[src/rtl/tour_cmd.sv]
// Purpose : replays a solved knight's tour as drive commands, two per move (vertical leg, then horizontal leg).
// Latency : start_tour to first cmd_rdy is 2 cycles; each later command follows 2 cycles after the previous resp_rdy.
// Backpr. : cmd/cmd_rdy are held until clr_cmd_rdy; the next command is not built until resp_rdy reports completion.
//
// Ports:
//   clk, rst_n    - clock, asynchronous active-low reset
//   start_tour    - pulse from the solver; accepted only in IDLE
//   move          - one-hot knight move for the current mv_indx (combinational from the solver)
//   mv_indx       - index of the move being replayed
//   cmd           - {opcode[15:12], heading[11:4], squares[3:0]}, registered
//   cmd_rdy       - cmd valid, held until clr_cmd_rdy
//   clr_cmd_rdy   - consumer has taken cmd
//   resp_rdy      - consumer finished executing the accepted command
//   tour_busy     - high while a tour is in progress
//   tour_done     - one-cycle pulse after the final response
//   tour_err      - sticky, set when a move is not one-hot; cleared by the next accepted start
module tour_cmd #(
   parameter int NUM_MOVES    = 24,
   parameter bit FANFARE_LAST = 1'b1
) (
   input  logic        clk,
   input  logic        rst_n,
   input  logic        start_tour,
   input  logic [7:0]  move,
   output logic [4:0]  mv_indx,
   output logic [15:0] cmd,
   output logic        cmd_rdy,
   input  logic        clr_cmd_rdy,
   input  logic        resp_rdy,
   output logic        tour_busy,
   output logic        tour_done,
   output logic        tour_err
);

   typedef enum logic [2:0] {
      IDLE, LD_V, WT_CLR_V, WT_RSP_V, LD_H, WT_CLR_H, WT_RSP_H
   } state_t;

   localparam logic [4:0] LAST_IDX = 5'(NUM_MOVES - 1);
   localparam logic [3:0] OP_V     = 4'h4;
   localparam logic [3:0] OP_H     = FANFARE_LAST ? 4'h5 : 4'h4;
   localparam logic [7:0] HD_POS_Y = 8'h00;
   localparam logic [7:0] HD_NEG_Y = 8'h7F;
   localparam logic [7:0] HD_NEG_X = 8'h3F;
   localparam logic [7:0] HD_POS_X = 8'hBF;

   state_t      state;
   state_t      nxt_state;

   logic        dy_pos;
   logic        dx_pos;
   logic [3:0]  dy_sq;
   logic [3:0]  dx_sq;
   logic        move_ok;
   logic [15:0] v_cmd;
   logic [15:0] h_cmd;

   logic        start_acc;
   logic        load_v;
   logic        load_h;
   logic        drop_rdy;
   logic        inc_idx;
   logic        done_set;
   logic        err_set;

   // Move decode. Only exact one-hot codes match a case item, so a zero
   // square count doubles as the "not one-hot" indication.
   always_comb begin
      dy_pos = 1'b1;
      dx_pos = 1'b1;
      dy_sq  = 4'd0;
      dx_sq  = 4'd0;
      case (move)
         8'h01: begin dx_pos = 1'b0; dx_sq = 4'd1; dy_pos = 1'b1; dy_sq = 4'd2; end
         8'h02: begin dx_pos = 1'b1; dx_sq = 4'd1; dy_pos = 1'b1; dy_sq = 4'd2; end
         8'h04: begin dx_pos = 1'b0; dx_sq = 4'd2; dy_pos = 1'b1; dy_sq = 4'd1; end
         8'h08: begin dx_pos = 1'b0; dx_sq = 4'd2; dy_pos = 1'b0; dy_sq = 4'd1; end
         8'h10: begin dx_pos = 1'b0; dx_sq = 4'd1; dy_pos = 1'b0; dy_sq = 4'd2; end
         8'h20: begin dx_pos = 1'b1; dx_sq = 4'd1; dy_pos = 1'b0; dy_sq = 4'd2; end
         8'h40: begin dx_pos = 1'b1; dx_sq = 4'd2; dy_pos = 1'b0; dy_sq = 4'd1; end
         8'h80: begin dx_pos = 1'b1; dx_sq = 4'd2; dy_pos = 1'b1; dy_sq = 4'd1; end
         default: ;
      endcase
   end

   assign move_ok = (dy_sq != 4'd0);
   assign v_cmd   = {OP_V, (dy_pos ? HD_POS_Y : HD_NEG_Y), dy_sq};
   assign h_cmd   = {OP_H, (dx_pos ? HD_POS_X : HD_NEG_X), dx_sq};

   always_ff @(posedge clk or negedge rst_n) begin
      if (!rst_n) begin
         state <= IDLE;
      end else begin
         state <= nxt_state;
      end
   end

   // clr_cmd_rdy is only acted on in WT_CLR_x (where cmd_rdy is high) and
   // resp_rdy only in WT_RSP_x, so stray strobes elsewhere fall through.
   always_comb begin
      nxt_state = state;
      start_acc = 1'b0;
      load_v    = 1'b0;
      load_h    = 1'b0;
      drop_rdy  = 1'b0;
      inc_idx   = 1'b0;
      done_set  = 1'b0;
      err_set   = 1'b0;
      case (state)
         IDLE: begin
            if (start_tour) begin
               start_acc = 1'b1;
               nxt_state = LD_V;
            end
         end
         LD_V: begin
            if (move_ok) begin
               load_v    = 1'b1;
               nxt_state = WT_CLR_V;
            end else begin
               err_set   = 1'b1;
               nxt_state = IDLE;
            end
         end
         WT_CLR_V: begin
            if (clr_cmd_rdy) begin
               drop_rdy  = 1'b1;
               nxt_state = WT_RSP_V;
            end
         end
         WT_RSP_V: begin
            if (resp_rdy) begin
               nxt_state = LD_H;
            end
         end
         LD_H: begin
            load_h    = 1'b1;
            nxt_state = WT_CLR_H;
         end
         WT_CLR_H: begin
            if (clr_cmd_rdy) begin
               drop_rdy  = 1'b1;
               nxt_state = WT_RSP_H;
            end
         end
         WT_RSP_H: begin
            if (resp_rdy) begin
               if (mv_indx == LAST_IDX) begin
                  done_set  = 1'b1;
                  nxt_state = IDLE;
               end else begin
                  inc_idx   = 1'b1;
                  nxt_state = LD_V;
               end
            end
         end
         default: nxt_state = IDLE;
      endcase
   end

   always_ff @(posedge clk or negedge rst_n) begin
      if (!rst_n) begin
         mv_indx   <= 5'd0;
         cmd       <= 16'h0000;
         cmd_rdy   <= 1'b0;
         tour_done <= 1'b0;
         tour_err  <= 1'b0;
      end else begin
         tour_done <= done_set;

         // mv_indx is left untouched on return to IDLE so it keeps the last index.
         if (start_acc) begin
            mv_indx <= 5'd0;
         end else if (inc_idx) begin
            mv_indx <= mv_indx + 5'd1;
         end

         if (start_acc) begin
            tour_err <= 1'b0;
         end else if (err_set) begin
            tour_err <= 1'b1;
         end

         // cmd only changes in LD_x, i.e. never while cmd_rdy is high.
         if (load_v) begin
            cmd <= v_cmd;
         end else if (load_h) begin
            cmd <= h_cmd;
         end

         if (load_v || load_h) begin
            cmd_rdy <= 1'b1;
         end else if (drop_rdy) begin
            cmd_rdy <= 1'b0;
         end
      end
   end

   assign tour_busy = (state != IDLE);

endmodule

[config.mk]
export PLATFORM = sky130hd
export DESIGN_NAME = tour_cmd
export DESIGN_NICKNAME = d
export VERILOG_FILES = /design/src/rtl/tour_cmd.sv
export SDC_FILE = /design/constraint.sdc
export NUM_CORES = 1
export LEC_CHECK = 0
export BUFFER_PORTS_ARGS = -buffer_cell sky130_fd_sc_hd__buf_2
export CAP_MARGIN = 5
export CORE_ASPECT_RATIO = 1.25
export CORE_MARGIN = 5
export CORE_UTILIZATION = 50
export CTS_CLUSTER_SIZE = 30
export DETAILED_ROUTE_END_ITERATION = 6
export PLACE_DENSITY = 0.82
export SLEW_MARGIN = 0
export SYNTH_ARGS = -nofsm -noshare
export SYNTH_HDL_FRONTEND = slang
export SYNTH_SLANG_ARGS = --single-unit
export TNS_END_PERCENT = 100
[constraint.sdc]
create_clock -name clk -period 2.2 [get_ports clk]
set_clock_uncertainty 0.05 [all_clocks]
set_input_delay 0.22 -clock clk [delete_from_list [all_inputs] [get_ports clk]]
set_output_delay 0.22 -clock clk [all_outputs]
set_load 0.02 [all_outputs]
==> results of run 1 <==
==> path summary, 6_finish.rpt <==
kind	startpoint	to	cells after the start
setup / recovery	state[1]$_DFFE_PN0P_	cmd[11]$_DFFE_PN0P_	4
hold / removal	resp_rdy	state[2]$_DFFE_PN0P_	2
setup reg to reg	state[1]$_DFFE_PN0P_	cmd[11]$_DFFE_PN0P_	4
hold reg to reg	cmd[12]$_DFFE_PN0P_	cmd[12]$_DFFE_PN0P_	1
max in group asynchronous	rst_n	cmd[10]$_DFFE_PN0P_	2
min in group asynchronous	rst_n	state[0]$_DFFE_PN0P_	2
==> layout by cell type (no fill, tap or decap), types with 2 or more instances in the layout <==
cell type / synthesis / routed
o21ai_0: 6 / 6
a31oi_1: 2 / 2
nand3_1: 4 / 4
nor4_4: 3 / 3
buf_2: 0 / 33
a21oi_1: 3 / 3
or4_4: 3 / 3
or3_1: 2 / 2
o21ai_1: 2 / 2
dfrtp_1: 18 / 18
xnor2_1: 6 / 6
nand2b_1: 4 / 4
or4_1: 3 / 3
clkbuf_4: 0 / 3
nor4_1: 3 / 3
inv_1: 3 / 3
conb_1: 1 / 4
nand2_1: 6 / 6
nand3b_1: 2 / 2
mux2i_1: 4 / 4
nor2_1: 7 / 7
nor2b_1: 2 / 2
==> per-stage QoR <==
step	setup WS (ns)	power (mW)	util (%)	hold slack, ns
floorplan	0.515	1.12	-	-0.126
global placement	0.320	1.26	56.5	0.118
detailed placement	0.234	1.28	56.5	0.125
CTS	0.371	1.48	58.5	0.202
global route	0.244	1.58	58.5	0.195
finish	0.369	1.47	58.5	0.202
==> final cells by class <==
| class | instances | area (um^2) |
|---|---|---|
| fill | 211 | 987 |
| timing repair buffer | 34 | 175 |
| sequential | 18 | 450 |
| multi-input combinational | 90 | 676 |
| inverter | 3 | 11.3 |
| tap | 33 | 41.3 |
| clock buffer | 4 | 36.3 |
==> worst max-delay path, stage by stage (launching register included) <==
cell and delay, ns:
dfrtp_1 0.49, nor2_1 0.27, nand2_1 0.23, or4_1 0.56, a21boi_1 0.16
==> cell families after synthesis <==
kind of cell | Yosys count | synth area share, %
AOI/OAI and AO/OA | 26 | 16.7
adders and majority gates | 1 | 1.04
DFF | 18 | 37.4
buffers and inverters | 15 | 7.48
other | 1 | 0.311
xor gates and xnor gates | 6 | 4.36
muxes | 5 | 4.26
and+or+nand+nor | 48 | 28.5
==> layer usage <==
metal	vias to the layer above	routed length, um	track usage, %
met2	48	1380	29.7
met4	0	51	8.63
li1	488	-	-
met3	4	179	1.38
met5	-	0	0
met1	493	936	18.1
==> flip-flops by register name, indices dropped and copies added (netlist names) <==
register and cells:
cmd 7, mv_indx 5, state 3, cmd_rdy 1
tour_done 1, tour_err 1
==> power breakdown <==
part	internal [mW]	leakage, nW	switching [mW]	total [mW]
clock	0.101	0.0210	0.101	0.202
combinational	0.285	0.373	0.422	0.707
sequential	0.436	0.222	0.125	0.560
total	0.821	0.616	0.648	1.47
==> key figures, run 1 <==
Cells and area
  – Final net count: 164
  – ANT cells: 0
  – Synth-to-Final Area Change: 15.4%
  – Layout cells sized above 1: 32.9%
  – Fin cells: 182
  – Finished layout cell area: 1390 um^2

Timing
  – Slew HR: 64.0%
  – Period utilisation layout: 83.2%
  – Max Fclk: 546 MHz
  – RSZ-0062 raised after global routing: false
  – Tmin final: 1.83 ns
  – Worst-Margin Slew: 0.539 ns
  – Final hold violation count: 0
  – Final setup violation count: 0
  – Slew Limit Fails: 0
  – Setup TNS: 0 ns

Run status
  – Status: finished, final reports clean

CTS
  – CTS Hold Bufs: 1
  – Clk sinks: 18
  – Post-cts sizing count: 0
  – Clock Tree Buf Depth: 2
  – Worst-path clk slew: 0.10 ns
  – CTS tree: yes
  – TritonCTS Buffers: 3
  – Clock Tree Root: clkbuf_4
  – Post-CTS Setup Inserts: 0
  – H-tree Lvls: 1
  – Clock latency on the worst-skew pair: 0.29 ns

Die
  – Chip height: 64.9 um
  – Initial Utilization: 50.7%
  – Rows: 20
  – Die area: 3500 um^2
  – Die X: 53.9 um
  – I/O Pins: 38
  – Core Footprint: 2380 um^2

Logic synthesis
  – Post-synthesis sequential area ratio: 37.4%
  – Synthesized instance count: 120
  – Most common cell in the synthesized netlist: dfrtp_1
  – Yosys warns: 0
  – Area share of the largest cell type after synthesis: 37.4%
  – EDFF count, synth: 0
  – Cell taking the most area after synthesis: dfrtp_1
  – Syn_area_per_cell: 10.0 um^2
  – Synth Register Bits: 18
  – Post-synthesis cell area: 1200 um^2
  – Most frequent cells after synthesis: dfrtp_1, buf_4, nor2_1
  – Ys async rst share: 100%
  – Post-synthesis cell type count: 46
  – Synth top area cells: dfrtp_1, buf_4, nor4_4, xnor2_1, mux2i_1
  – Main synth FF type: dfrtp_1

Worst setup path
  – CP Launch Type: register
  – Setup CP Type: register to register
  – CP arrival: 2.00 ns
  – Worst R2R Setup Slack: 0.37 ns
  – Crit end category: register
  – Critical Path RT: 2.37 ns
  – Crit path max fanout: 10

Power
  – Peak VDD IR: 0.543 mV
  – Pwr dens: 1060 nW/um^2
  – Leak pwr: 0.616 nW

Global routing
  – First-pass GRT wire length: 4.33 mm
  – Number of global-route vias before repair: 1018
  – Largest net degree at the start of global routing: 19
  – Initial antenna violation count: 0
  – All-Layer GR Usage: 16.4%
  – GRT overflow: 0

Placed design
  – Post-DP Area: 1340 um^2
  – GPL Wtd Cong: 0.861
  – Buffers on Ports: 33
  – Post-DP HPWL: 2.02 mm
  – Placed cell count: 177

Detailed routing
  – Initial drt markers: 25
  – DRC viols: 0
  – Vias per Instance: 5.68
  – Drt wl/cell: 14.0 um
  – DRT Wirelength: 2.54 mm
  – Vias: 1033
  – Drt first pass iters: 4
  – Antenna-violating nets left: 0

Hold path
  – Worst min-delay path category: input port to register

Flow run
  – Maxcap violations: 0
Note: power is estimated with default switching activity, not from simulation.
==> inputs of run 2 (changes only) <==
- clock period: 2.2 -> 1.82 ns (I/O delays scaled with it)
==> run 2 against run 1 <==
  * Register-to-register slack got worse by 0.24 ns
  * First-iteration DRC count decreased by 56%
  * Critical path depth unchanged
  * Critical endpoint is now mv_indx[3]$_DFFE_PN0P_
  * Highest routed layer unchanged
  * Setup slack got worse by 0.24 ns
  * Largest cell class unchanged
==> key figures, run 2 (same netlist as run 1, synthesis figures left out) <==
Power
  – Peak VDD IR: 0.451 mV
  – Leak pwr: 0.669 nW
  – Pwr dens: 1250 nW/um^2
  – Total chip power: 1.84 mW

Worst setup path
  – Setup CP Type: register to register
  – Slowest cell on the critical path: or4_1
  – CP Launch Type: register
  – CP arrival: 1.86 ns
  – Critical Path RT: 1.99 ns
  – WP depth: 4
  – Slowest Stage Delay on Critical Path: 0.52 ns
  – R2R cell count: 4
  – Crit-path cells: ha_1, and4b_1, or4_1, a21oi_1
  – Crit end category: register
  – Crit path max fanout: 6
  – Buf/Inv on CP: 0
  – CP delay by family, top: simple AND/OR/NAND/NOR gates

Global routing
  – All-Layer GR Usage: 16.8%
  – GRT overflow: 0
  – Initial antenna violation count: 0
  – Largest net degree at the start of global routing: 19
  – First-pass GRT wire length: 4.48 mm
  – Number of global-route vias before repair: 1072

CTS
  – Clock Tree Buf Depth: 2
  – H-tree Lvls: 1
  – Clock Tree Root: clkbuf_4
  – Clock latency on the worst-skew pair: 0.29 ns
  – CTS tree: yes
  – Worst-path clk slew: 0.10 ns
  – Clk sinks: 18
  – TritonCTS Buffers: 3

Timing
  – Slew HR: 65.4%
  – Hold slack: 0.189 ns
  – Final setup violation count: 0
  – Tmin final: 1.69 ns
  – Max Fclk: 592 MHz
  – Final hold violation count: 0
  – RSZ-0062 raised after global routing: false
  – Setup TNS: 0 ns
  – Slew Limit Fails: 0
  – Period utilisation layout: 92.8%
  – Worst-Margin Slew: 0.517 ns

Cells and area
  – ANT cells: 0
  – Biggest register: cmd
  – Most common cell after layout, fill and taps aside: buf_2
  – Most frequent cells in the layout: buf_2, dfrtp_1, buf_4, nor2_1
  – Largest registers: cmd x7, mv_indx x5, state x3
  – Max FFs per register: 7
  – Final net count: 175
  – Synth-to-Final Area Change: 22.2%
  – Layout cells sized above 1: 37.5%
  – Fin util: 61.9%
  – Filler Cells Inserted: 214

Flow run
  – Maxcap violations: 0

Hold path
  – Worst min-delay path category: input port to register
  – Hold depth: 2

Placed design
  – Post-DP HPWL: 2.20 mm
  – Buffers on Ports: 33
  – GPL Wtd Cong: 0.877

Detailed routing
  – Drt wl/cell: 14.1 um
  – Vias per Instance: 5.51
  – DRC viols: 0
  – Initial drt markers: 11
  – DRT Wirelength: 2.71 mm
  – Antenna-violating nets left: 0
  – Drt first pass iters: 4
  – Vias: 1064

Die
  – Core Footprint: 2380 um^2
  – Rows: 20
  – Initial Utilization: 50.7%
  – Die X: 53.9 um
  – Die area: 3500 um^2
  – Chip height: 64.9 um
  – I/O Pins: 38

Run status
  – Status: finished, final reports clean
[run 2: changes by cell type in the layout (fill, tap and decap cells not counted), sizes merged]
cell,previous run,this run
buf,33,44
[run 2: routing by layer]
layer | GRT usage [%] | share of wire, % | up-vias | wire length, um
met5 | 0 | 0 | - | 0
met1 | 18.2 | 37 | 519 | 1000
met3 | 1.38 | 4.3 | 4 | 116
met2 | 30.5 | 57 | 26 | 1550
met4 | 8.95 | 1.8 | 0 | 48
li1 | - | - | 515 | -
[run 2: area by class of cell]
class / instances / area (um^2) / area share [%]
multi-input combinational: 90 / 676 / 45.9
sequential: 18 / 450 / 30.6
timing repair buffer: 45 / 258 / 17.5
tap: 33 / 41.3 / 2.80
clock buffer: 4 / 36.3 / 2.46
inverter: 3 / 11.3 / 0.765
[run 2: metrics by stage]
step,cell area [um^2],instances,setup slack [ns]
2_1_floorplan,1220,123,0.137
3_3_place_gp,1410,186,0.0406
3_5_place_dp,1410,186,-0.0261
4_1_cts,1460,191,0.126
5_1_grt,1470,193,0.00574
6_report,1470,193,0.132
[run 2: timing repair]
action / in CTS / in global routing
hold buffers: 1 / 0
endpoints found under the hold margin: 18 / 0
endpoints found under the setup margin: 0 / 1
gates resized for setup: 0 / 0
buffers inserted: 0 / 2
[run 2: where the power goes]
group	switching, mW	internal (mW)	leakage (nW)	total [mW]
sequential	0.143	0.527	0.222	0.670
combinational	0.543	0.379	0.426	0.922
clock	0.124	0.122	0.0210	0.246
total	0.811	1.03	0.669	1.84
[run 2: worst paths after layout]
check                                  startpoint                      to  slack, ns
setup / recovery           mv_indx[0]$_DFFE_PN0P_  mv_indx[3]$_DFFE_PN0P_       0.13
hold / removal                           resp_rdy    state[2]$_DFFE_PN0P_       0.19
setup reg to reg           mv_indx[0]$_DFFE_PN0P_  mv_indx[3]$_DFFE_PN0P_       0.13
hold reg to reg               cmd[12]$_DFFE_PN0P_     cmd[12]$_DFFE_PN0P_       0.44
max in group asynchronous                   rst_n  mv_indx[0]$_DFFE_PN0P_       1.15
min in group asynchronous                   rst_n     tour_done$_DFF_PN0_       0.28
==> inputs of run 3 (changes only) <==
- BUFFER_PORTS_ARGS: -buffer_cell sky130_fd_sc_hd__buf_2 -> unset
- CORE_UTILIZATION: 50 -> 55
- DONT_BUFFER_PORTS: unset -> 1
- PLACE_DENSITY: 0.82 -> 0.77
- SKIP_LAST_GASP: unset -> 1
- clock period: 1.82 -> 1.5 ns (I/O delays scaled with it)
==> run 3 against run 2 <==
  * The run now ends with setup timing left
  * Non-clock buffer count down 8
  * Combinational power up 69%
  * Setup slack worse by 0.22 ns
  * Sequential share of layout area down 3.0 points
  * Critical endpoint is now state[0]$_DFFE_PN0P_
  * Largest cell class unchanged
  * Largest power group unchanged
  * Highest routed layer unchanged
==> key figures, run 3 (same netlist as run 1, synthesis figures left out) <==
Timing
  – Period utilisation layout: 106%
  – Tmin final: 1.59 ns
  – Final WS setup: -0.0887 ns
  – Final hold violation count: 0
  – Max Fclk: 629 MHz
  – Slew Limit Fails: 0
  – Final setup violation count: 10
  – Worst-Margin Slew: 0.827 ns
  – Setup TNS: -0.369 ns
  – Hold slack: 0.0234 ns
  – Slew HR: 44.7%
  – RSZ-0062 raised after global routing: true

Global routing
  – GRT overflow: 0
  – All-Layer GR Usage: 21.2%
  – Initial antenna violation count: 0
  – Largest net degree at the start of global routing: 19
  – Number of global-route vias before repair: 1118
  – First-pass GRT wire length: 5.18 mm

Placed design
  – Pre-CTS WS: -0.184 ns
  – Post-DP HPWL: 2.24 mm
  – Post-DP Area: 1380 um^2
  – GPL Wtd Cong: 0.786
  – Placed cell count: 156
  – Buffers on Ports: 0

Worst setup path
  – CP delay by family, top: flip-flops
  – Slowest Stage Delay on Critical Path: 0.45 ns
  – Crit-path cells: buf_6, buf_6, a221o_1, nand2_2, mux2_4
  – Crit path max fanout: 4
  – Critical Path RT: 1.64 ns
  – CP arrival: 1.73 ns
  – Setup CP Type: register to register
  – CP Launch Type: register
  – WP depth: 5
  – Crit end category: register
  – Most Frequent Cell on Critical Path: buf_6
  – Buf/Inv on CP: 2
  – Slowest cell on the critical path: dfrtp_2
  – R2R cell count: 5

Detailed routing
  – Drt first pass iters: 4
  – Antenna-violating nets left: 0
  – Vias per Instance: 6.25
  – Drt wl/cell: 19.0 um
  – DRT Wirelength: 3.28 mm
  – DRC viols: 0
  – Initial drt markers: 15
  – Vias: 1081

CTS
  – Clock Tree Buf Depth: 2
  – TritonCTS Buffers: 3
  – Clock Tree Root: clkbuf_4
  – Worst-path clk slew: 0.11 ns
  – Clock latency on the worst-skew pair: 0.30 ns
  – CTS tree: yes
  – Clk sinks: 18
  – H-tree Lvls: 1

Cells and area
  – Largest registers: cmd x7, mv_indx x5, state x3
  – Biggest register: cmd
  – Finished layout cell area: 1650 um^2
  – Most common cell after layout, fill and taps aside: buf_4
  – Max FFs per register: 7
  – Final net count: 167
  – Fin cells: 173
  – ANT cells: 0
  – Most frequent cells in the layout: buf_4, dfrtp_1, buf_6, or4_4, xnor2_1
  – Synth-to-Final Area Change: 36.9%
  – Filler Cells Inserted: 140
  – Layout cells sized above 1: 49.3%

Hold path
  – Hold depth: 2
  – Worst min-delay path category: input port to register

Run status
  – Status: complete, but fails checks
  – Violated checks: setup timing

Die
  – Chip height: 62.3 um
  – Die X: 51.9 um
  – Die area: 3230 um^2
  – Rows: 19
  – Core Footprint: 2140 um^2
  – Initial Utilization: 56.3%
  – I/O Pins: 38

Power
  – Pwr dens: 1670 nW/um^2
  – Leak pwr: 0.688 nW
  – Peak VDD IR: 1.18 mV

Flow run
  – Maxcap violations: 0
==> run 3: worst paths after layout <==
kind | start | to | slack, ns
min in group asynchronous | rst_n | tour_done$_DFF_PN0_ | 0.33
max in group asynchronous | rst_n | mv_indx[1]$_DFFE_PN0P_ | 0.49
worst max register to register | state[1]$_DFFE_PN0P_ | state[0]$_DFFE_PN0P_ | -0.09
worst min register to register | cmd[9]$_DFFE_PN0P_ | cmd[9]$_DFFE_PN0P_ | 0.52
worst min-delay path | clr_cmd_rdy | cmd_rdy$_DFFE_PN0P_ | 0.02
worst max-delay path | state[1]$_DFFE_PN0P_ | state[0]$_DFFE_PN0P_ | -0.09
==> run 3: what timing repair did <==
action	4_1_cts	5_1_grt
hold endpoints to repair	19	1
hold buffers	2	1
pin swaps	9	10
buffers inserted	4	6
gates resized for setup	20	11
setup endpoints to repair	13	14
==> run 3: cell type report <==
type / count / area (um^2) / share of cell area, %
multi-input combinational: 90 / 808 / 49.0
clock buffer: 4 / 36.3 / 2.20
inverter: 3 / 11.3 / 0.683
sequential: 18 / 455 / 27.6
timing repair buffer: 37 / 312 / 18.9
tap: 21 / 26.3 / 1.59
==> run 3: per-stage QoR <==
stage / utilization (%) / power (mW)
2_1_floorplan: - / 1.70
3_3_place_gp: 64.7 / 1.91
3_5_place_dp: 64.7 / 1.95
4_1_cts: 72.2 / 2.50
5_1_grt: 77.1 / 2.92
6_report: 77.1 / 2.76
==> run 3: power by group <==
| group | total, mW | leakage, nW | internal, mW | switching, mW |
|---|---|---|---|---|
| registers | 0.904 | 0.217 | 0.649 | 0.255 |
| logic | 1.56 | 0.450 | 0.782 | 0.777 |
| clock network | 0.300 | 0.0210 | 0.148 | 0.152 |
==> run 3: worst reg2reg max path, stage by stage, from the launching register on <==
cell and delay, ns:
dfrtp_2 0.45, buf_6 0.13, buf_6 0.12, a221o_1 0.33, nand2_2 0.09, mux2_4 0.31
==> run 3: layer usage <==
metal | global-route usage (%) | wire [um]
met5 | 0 | 0
met4 | 13.8 | 132
met3 | 5.50 | 200
met2 | 35.2 | 1770
met1 | 22.9 | 1170
